--- src/rtl/al_accel_cfg_pkg.sv ---
// rtl/al_accel_cfg_pkg.sv - shared widths, commit FSM encoding and register index map for the config bank
package al_accel_cfg_pkg;

    localparam int CFG_DATA_W   = 32;
    localparam int CFG_SEL_W    = 4;
    localparam int CFG_NUM_REGS = 11;

    localparam logic [1:0] COMMIT_IDLE = 2'd0;
    localparam logic [1:0] COMMIT_WAIT = 2'd1;
    localparam logic [1:0] COMMIT_COPY = 2'd2;

    typedef enum logic [1:0] {
        ST_IDLE = COMMIT_IDLE,
        ST_WAIT = COMMIT_WAIT,
        ST_COPY = COMMIT_COPY
    } commit_state_t;

    // Accelerator register slots within the bank
    localparam int REG_CTRL     = 0;
    localparam int REG_MODE     = 1;
    localparam int REG_SRC_ADDR = 2;
    localparam int REG_DST_ADDR = 3;
    localparam int REG_LEN      = 4;
    localparam int REG_STRIDE   = 5;
    localparam int REG_TILE_W   = 6;
    localparam int REG_TILE_H   = 7;
    localparam int REG_SCALE    = 8;
    localparam int REG_BIAS     = 9;
    localparam int REG_IRQ_MASK = 10;

endpackage

--- src/rtl/al_accel_config_bank_if.sv ---
// rtl/al_accel_config_bank_if.sv - host config bus; read-back signals exist only with AL_ACCEL_CFG_READBACK_EN
interface al_accel_config_bank_if
    import al_accel_cfg_pkg::*;
#(
    parameter int DATA_W = CFG_DATA_W,
    parameter int SEL_W  = CFG_SEL_W
);
    logic                  config_wen;
    logic [SEL_W-1:0]      config_sel;
    logic [DATA_W-1:0]     config_data;
    logic [DATA_W/8-1:0]   config_be;
`ifdef AL_ACCEL_CFG_READBACK_EN
    logic                  config_ren;
    logic                  config_rsrc;
    logic [DATA_W-1:0]     config_rdata;
    logic                  config_rvalid;

    modport master (
        output config_wen, config_sel, config_data, config_be, config_ren, config_rsrc,
        input  config_rdata, config_rvalid
    );
    modport slave (
        input  config_wen, config_sel, config_data, config_be, config_ren, config_rsrc,
        output config_rdata, config_rvalid
    );
`else
    modport master (
        output config_wen, config_sel, config_data, config_be
    );
    modport slave (
        input  config_wen, config_sel, config_data, config_be
    );
`endif
endinterface

--- src/rtl/al_accel_cfg_reg.sv ---
// rtl/al_accel_cfg_reg.sv - one shadow/active register pair with byte-enable writes and a copy strobe
module al_accel_cfg_reg
    import al_accel_cfg_pkg::*;
#(
    parameter int DATA_W = CFG_DATA_W
) (
    input  logic                clk,
    input  logic                reset,
    input  logic                wen_i,
    input  logic [DATA_W/8-1:0] be_i,
    input  logic [DATA_W-1:0]   wdata_i,
    input  logic                copy_i,
    output logic [DATA_W-1:0]   shadow_o,
    output logic [DATA_W-1:0]   active_o
);
    logic [DATA_W-1:0] shadow_q, shadow_d;
    logic [DATA_W-1:0] active_q, active_d;

    always_comb begin
        shadow_d = shadow_q;
        for (int b = 0; b < DATA_W/8; b++) begin
            if (wen_i && be_i[b]) begin
                shadow_d[b*8 +: 8] = wdata_i[b*8 +: 8];
            end
        end
        // The copy takes the registered shadow, so a same-cycle write reaches only the shadow
        active_d = copy_i ? shadow_q : active_q;
    end

    always_ff @(posedge clk) begin
        if (reset) begin
            shadow_q <= '0;
            active_q <= '0;
        end else begin
            shadow_q <= shadow_d;
            active_q <= active_d;
        end
    end

    assign shadow_o = shadow_q;
    assign active_o = active_q;
endmodule

--- src/rtl/al_accel_config_bank.sv ---
// rtl/al_accel_config_bank.sv - double-buffered config bank with idle-gated commit; read-back under AL_ACCEL_CFG_READBACK_EN
module al_accel_config_bank
    import al_accel_cfg_pkg::*;
#(
    parameter int DATA_W   = CFG_DATA_W,
    parameter int NUM_REGS = CFG_NUM_REGS,
    parameter int SEL_W    = CFG_SEL_W
) (
    input  logic                       clk,
    input  logic                       reset,
    al_accel_config_bank_if.slave      cfg_bus,
    input  logic                       commit_req,
    input  logic                       accel_busy,
    output logic                       commit_pending,
    output logic                       commit_done,
    output logic [NUM_REGS*DATA_W-1:0] cfg_active,
    output logic                       cfg_err,
    input  logic                       err_clr
);
    localparam logic [SEL_W:0] NUM_REGS_W = (SEL_W+1)'(NUM_REGS);

    logic                       sel_in_range;
    logic                       copy_en;
    logic                       bad_access;
    logic [NUM_REGS*DATA_W-1:0] shadow_flat;
    commit_state_t              state_q, state_d;
    logic                       err_q, err_d;

    assign sel_in_range = ({1'b0, cfg_bus.config_sel} < NUM_REGS_W);

    for (genvar i = 0; i < NUM_REGS; i++) begin : g_reg
        logic reg_wen;
        assign reg_wen = cfg_bus.config_wen && sel_in_range && (cfg_bus.config_sel == SEL_W'(i));

        al_accel_cfg_reg #(.DATA_W(DATA_W)) u_reg (
            .clk      (clk),
            .reset    (reset),
            .wen_i    (reg_wen),
            .be_i     (cfg_bus.config_be),
            .wdata_i  (cfg_bus.config_data),
            .copy_i   (copy_en),
            .shadow_o (shadow_flat[i*DATA_W +: DATA_W]),
            .active_o (cfg_active[i*DATA_W +: DATA_W])
        );
    end

    always_ff @(posedge clk) begin
        if (reset) begin
            state_q <= ST_IDLE;
        end else begin
            state_q <= state_d;
        end
    end

    // Requests arriving while waiting simply merge into the one pending commit
    always_comb begin
        state_d        = state_q;
        commit_pending = 1'b0;
        commit_done    = 1'b0;
        copy_en        = 1'b0;
        case (state_q)
            ST_IDLE: begin
                if (commit_req) begin
                    state_d = accel_busy ? ST_WAIT : ST_COPY;
                end
            end
            ST_WAIT: begin
                commit_pending = 1'b1;
                if (!accel_busy) begin
                    state_d = ST_COPY;
                end
            end
            ST_COPY: begin
                commit_done = 1'b1;
                copy_en     = 1'b1;
                state_d     = commit_req ? ST_WAIT : ST_IDLE;
            end
            default: state_d = ST_IDLE;
        endcase
    end

`ifdef AL_ACCEL_CFG_READBACK_EN
    logic [DATA_W-1:0] rdata_q, rdata_d;
    logic              rvalid_q;

    assign bad_access = (cfg_bus.config_wen || cfg_bus.config_ren) && !sel_in_range;

    // An unmatched select leaves the mux at zero, which is the out-of-range read value
    always_comb begin
        rdata_d = '0;
        for (int i = 0; i < NUM_REGS; i++) begin
            if (cfg_bus.config_sel == SEL_W'(i)) begin
                rdata_d = cfg_bus.config_rsrc ? cfg_active[i*DATA_W +: DATA_W]
                                              : shadow_flat[i*DATA_W +: DATA_W];
            end
        end
    end

    always_ff @(posedge clk) begin
        if (reset) begin
            rdata_q  <= '0;
            rvalid_q <= 1'b0;
        end else begin
            rvalid_q <= cfg_bus.config_ren;
            if (cfg_bus.config_ren) begin
                rdata_q <= rdata_d;
            end
        end
    end

    assign cfg_bus.config_rdata  = rdata_q;
    assign cfg_bus.config_rvalid = rvalid_q;
`else
    assign bad_access = cfg_bus.config_wen && !sel_in_range;
`endif

    // A new error outranks a clear in the same cycle
    always_comb begin
        err_d = err_q;
        if (bad_access) begin
            err_d = 1'b1;
        end else if (err_clr) begin
            err_d = 1'b0;
        end
    end

    always_ff @(posedge clk) begin
        if (reset) begin
            err_q <= 1'b0;
        end else begin
            err_q <= err_d;
        end
    end

    assign cfg_err = err_q;
endmodule
--- src/flat_wrapper.sv ---
// flat-port wrapper written by rule: the top's interface ports become plain ports
module al_accel_config_bank_flat import al_accel_cfg_pkg::*;
#(
    parameter int DATA_W   = CFG_DATA_W,
    parameter int NUM_REGS = CFG_NUM_REGS,
    parameter int SEL_W    = CFG_SEL_W
)
  (clk, reset, commit_req, accel_busy, commit_pending, commit_done, cfg_active, cfg_err, err_clr, cfg_bus_config_wen, cfg_bus_config_sel, cfg_bus_config_data, cfg_bus_config_be);
  al_accel_config_bank_if #(.DATA_W(DATA_W), .SEL_W(SEL_W)) cfg_bus_i ();
  input  logic clk;
  input  logic reset;
  input  logic commit_req;
  input  logic accel_busy;
  output logic commit_pending;
  output logic commit_done;
  output logic [NUM_REGS*DATA_W-1:0] cfg_active;
  output logic cfg_err;
  input  logic err_clr;
  input wire logic [$bits(cfg_bus_i.config_wen)-1:0] cfg_bus_config_wen;
  input wire logic [$bits(cfg_bus_i.config_sel)-1:0] cfg_bus_config_sel;
  input wire logic [$bits(cfg_bus_i.config_data)-1:0] cfg_bus_config_data;
  input wire logic [$bits(cfg_bus_i.config_be)-1:0] cfg_bus_config_be;
  assign cfg_bus_i.config_wen = cfg_bus_config_wen;
  assign cfg_bus_i.config_sel = cfg_bus_config_sel;
  assign cfg_bus_i.config_data = cfg_bus_config_data;
  assign cfg_bus_i.config_be = cfg_bus_config_be;
  al_accel_config_bank #(.DATA_W(DATA_W), .NUM_REGS(NUM_REGS), .SEL_W(SEL_W)) u_core (.clk(clk), .reset(reset), .cfg_bus(cfg_bus_i), .commit_req(commit_req), .accel_busy(accel_busy), .commit_pending(commit_pending), .commit_done(commit_done), .cfg_active(cfg_active), .cfg_err(cfg_err), .err_clr(err_clr));
endmodule
--- config.mk ---
export PLATFORM = sky130hd
export DESIGN_NAME = al_accel_config_bank_flat
export DESIGN_NICKNAME = d
export VERILOG_FILES = /design/src/rtl/al_accel_cfg_pkg.sv /design/src/rtl/al_accel_config_bank_if.sv /design/src/rtl/al_accel_cfg_reg.sv /design/src/rtl/al_accel_config_bank.sv /design/src/flat_wrapper.sv
export SDC_FILE = /design/constraint.sdc
export NUM_CORES = 1
export LEC_CHECK = 0
export ABC_AREA = 1
export CELL_PAD_IN_SITES_DETAIL_PLACEMENT = 1
export CELL_PAD_IN_SITES_GLOBAL_PLACEMENT = 2
export CORE_ASPECT_RATIO = 1.25
export CORE_MARGIN = 10
export CORE_UTILIZATION = 36
export DETAILED_ROUTE_END_ITERATION = 10
export DONT_BUFFER_PORTS = 1
export GPL_ROUTABILITY_DRIVEN = 0
export PLACE_DENSITY_LB_ADDON = 0.12
export SETUP_SLACK_MARGIN = 0.4
export SLEW_MARGIN = 10
export SYNTH_ARGS = -nofsm -noshare
export SYNTH_HDL_FRONTEND = slang
export SYNTH_SLANG_ARGS = --single-unit
export TNS_END_PERCENT = 50
--- constraint.sdc ---
create_clock -name clk -period 1.75 [get_ports clk]
set_input_delay 0.175 -clock clk [delete_from_list [all_inputs] [get_ports clk]]
set_output_delay 0.175 -clock clk [all_outputs]
set_load 0.05 [all_outputs]
==> metrics <==
dpl hpwl=72.45 mm; cells after synthesis=3427; RR Startpoint=u_core.state_q[1]; Post-Route Utilization=48.73%; initial antenna violation count=1; Max Clock Skew=0.02585 ns; Slew HR=27.35%; CP max stage cell=dfxtp_2; # DRC=0; Max Cap Viol=0; delay-heaviest family, CP=buffers and inverters; final wirelength=118.4 mm; Core ar.=72260 um2; area grow syn2layout=33.99%; port buffer count=0; total power=38.80 mW; post-synthesis sequential area ratio=53.86%; Die X=261.6 um; initial DRC count=1786; crit-path max FO=26; Setup crit start=u_core.state_q[1]; Seq. cell area=14160 um2; CTS hold repair buffers=52; worst skew pair latency=0.64 ns; Mapped Area=26280 um2; hold crit path type=in2reg; fin nets=3840; filler cell count=8579; Yosys cell types=20; Pre-Repair DR Iteration Count=5; first-pass GRT wire length=167.4 mm; CP dominant cell by count=nor2_1; setup TNS=-0.007207 ns; H-tree lvl count=3; unrepaired setup endpoints after global routing=yes; area leader, netlist=dfxtp_1; Die Ht=322.1 um; share of post-route cells with drive strength above 1=20.98%; worst-margin pin slew=1.083 ns; vias in the first global route=25667; top post-synthesis cells by area=dfxtp_1 54%, nor2_1 17%, o21ai_0 7.9%, nand4_1 6.9%, nand2_1 4.2%; Root Buffer Master=clkbuf_16; CTS Sinks=707; Antenna Violating Nets Remaining=0; worst reg2reg endpoint=u_core.g_reg[6].u_reg.active_o[25]; CP Capture Type=flip-flop; critical path launch point type=flip-flop; WP depth=9; flops & latches, synth=707; Mapped Nets=3473; Ys Warns=0; total global-route track usage=26.15%; Starting Density=36.37%; Vias=25627; Req. time, crit path=2.27 ns; Final Worst Setup Slack=-0.007207 ns; final hold slack=-0.2424 ns; final count of pins violating max slew=0; # IOs=401; CTS tree=done; Period Utilization, post-route=100.4%; r2r worst-path depth=9; Final Hold Fails=288; worst-case clock buffer depth=3; clk slew on worst S/H paths=0.07 ns; mean post-synth cell area=7.667 um2; die area=84260 um2; Power Dens Cells=1102 nW/um2; footprint of the multi-input gates=11250 um2; WL per Instance=24.64 um; setup violators final=1; Final min period=1.757 ns; failing checks=hold timing, setup timing; critical path endpoint=u_core.g_reg[6].u_reg.active_o[25]; Min-Delay Startpoint=cfg_bus_config_be[3]; max frequency=0.5691 GHz; largest net degree at the start of global routing=106; Via density=5.335; gr ovfl total=0; R2R Setup Slk=-0.007 ns; critical path type=reg2reg; cell leakage power=14.86 nW; CP arrival=2.27 ns; clock buffer count from CTS=76; slowest stage delay, CP=0.35 ns; outcome=complete, but fails checks; Cell Chain, Critical Path=inv_2 > nor2_4 > buf_6 > buf_16 > buf_12 > buf_4 > inv_8 > nor2_1 > nor2_1; peak supply drop=0.8354 mV; top cell type's share of synthesized area=53.86%; Rows=110; Buf/Inv on CP=6
[cell families after synthesis]
family	after synthesis	share of synthesized area, %
buffers and inverters	366	5.519
AND/OR/NAND/NOR	1806	30.16
flip-flops	707	53.86
AO/OA/AOI/OAI	548	10.46
[layout by cell type (no fill, tap or decap), drive strengths merged]
cell and count:
bufinv 4, nand3 18, nand4 288, inv 91, clkinv 43, dlygate4sd3 52, o21ai 417, clkbuf 133
nor2 1201, nor3 1, a211oi 1, buf 460, a21oi 130, diode 1, dfxtp 707, bufbuf 3
nand2 298, clkinvlp 4
[how the worst min path moves through the flow]
| stage | end | slack, ns | cells past startpoint |
|---|---|---|---|
| floorplan | u_core.cfg_err | 0.24 | 1 |
| global placement | u_core.cfg_err | 0.25 | 1 |
| detailed placement | u_core.cfg_err | 0.25 | 1 |
| CTS | u_core.g_reg[8].u_reg.shadow_o[29] | -0.26 | 3 |
| global route | u_core.g_reg[2].u_reg.shadow_o[22] | -0.24 | 3 |
| finish | u_core.g_reg[8].u_reg.shadow_o[29] | -0.24 | 3 |
[layer usage]
layer	up-vias	track usage [%]	share of wire, %
met2	791	44.25	49
met4	0	9.888	3.7
met3	188	6.252	6.9
li1	11988	-	-
met1	12660	31.47	40
met5	-	0	0
[Yosys cell counts]
cell type,n
nor2_4,36
nand2_1,297
nor2_2,6
nand4_1,288
clkinv_1,32
clkbuf_1,172
a21oi_2,1
nand3_4,9
buf_1,21
a21oi_1,129
a211oi_1,1
buf_2,61
nand2_2,1
nor2_1,1159
dfxtp_1,707
nor3_1,1
nand3_1,9
inv_2,7
inv_1,73
o21ai_0,417
[state kept, by name, summed over array words and instances, names as in the netlist]
| signal | cells |
|---|---|
| u_core.g.u_reg.active_o | 352 |
| u_core.state_q | 2 |
| u_core.g.u_reg.shadow_o | 352 |
| u_core.cfg_err | 1 |
[repair_timing]
action,in CTS,in global routing
gates cloned,12,30
pin swaps,2,109
endpoints found under the setup margin,638,720
hold endpoints to repair,394,288
gates resized for setup,55,270
setup buffers,10,20
[power breakdown]
| part | total (mW) | internal, mW | switching [mW] |
|---|---|---|---|
| clock | 16.3 | 9.32 | 6.95 |
| sequential | 17.0 | 16.6 | 0.395 |
| combinational | 5.50 | 1.63 | 3.87 |
| total | 38.8 | 27.6 | 11.2 |
[worst register-to-register path: cells and delay by family (launching register included)]
kind	cells	cell delay (ns)
buffers and inverters	6	0.78
flip-flops	1	0.35
AND/OR/NAND/NOR	3	0.49
[final cells by class]
cell class | count | area share [%]
Sequential cell | 707 | 40.21
Multi-Input combinational cell | 2354 | 31.97
Timing Repair Buffer | 539 | 16.02
Clock buffer | 109 | 6.212
Tap cell | 952 | 3.383
Inverter | 112 | 1.290
Clock inverter | 26 | 0.7783
Timing Repair inverter | 4 | 0.1279
Antenna cell | 1 | 0.007107
[through the flow]
step	hold WS (ns)	setup slack, ns	instance area (um2)	std cells
finish	-0.2424	-0.007207	35210	4804
detailed placement	0.2493	0.03261	30060	4544
global placement	0.2466	0.08418	30060	4544
floorplan	0.2441	0.4201	26280	3427
global route	-0.2433	0.009655	35210	4804
CTS	-0.2608	0.05958	33660	4753
Power figures use the tool's default switching activity.
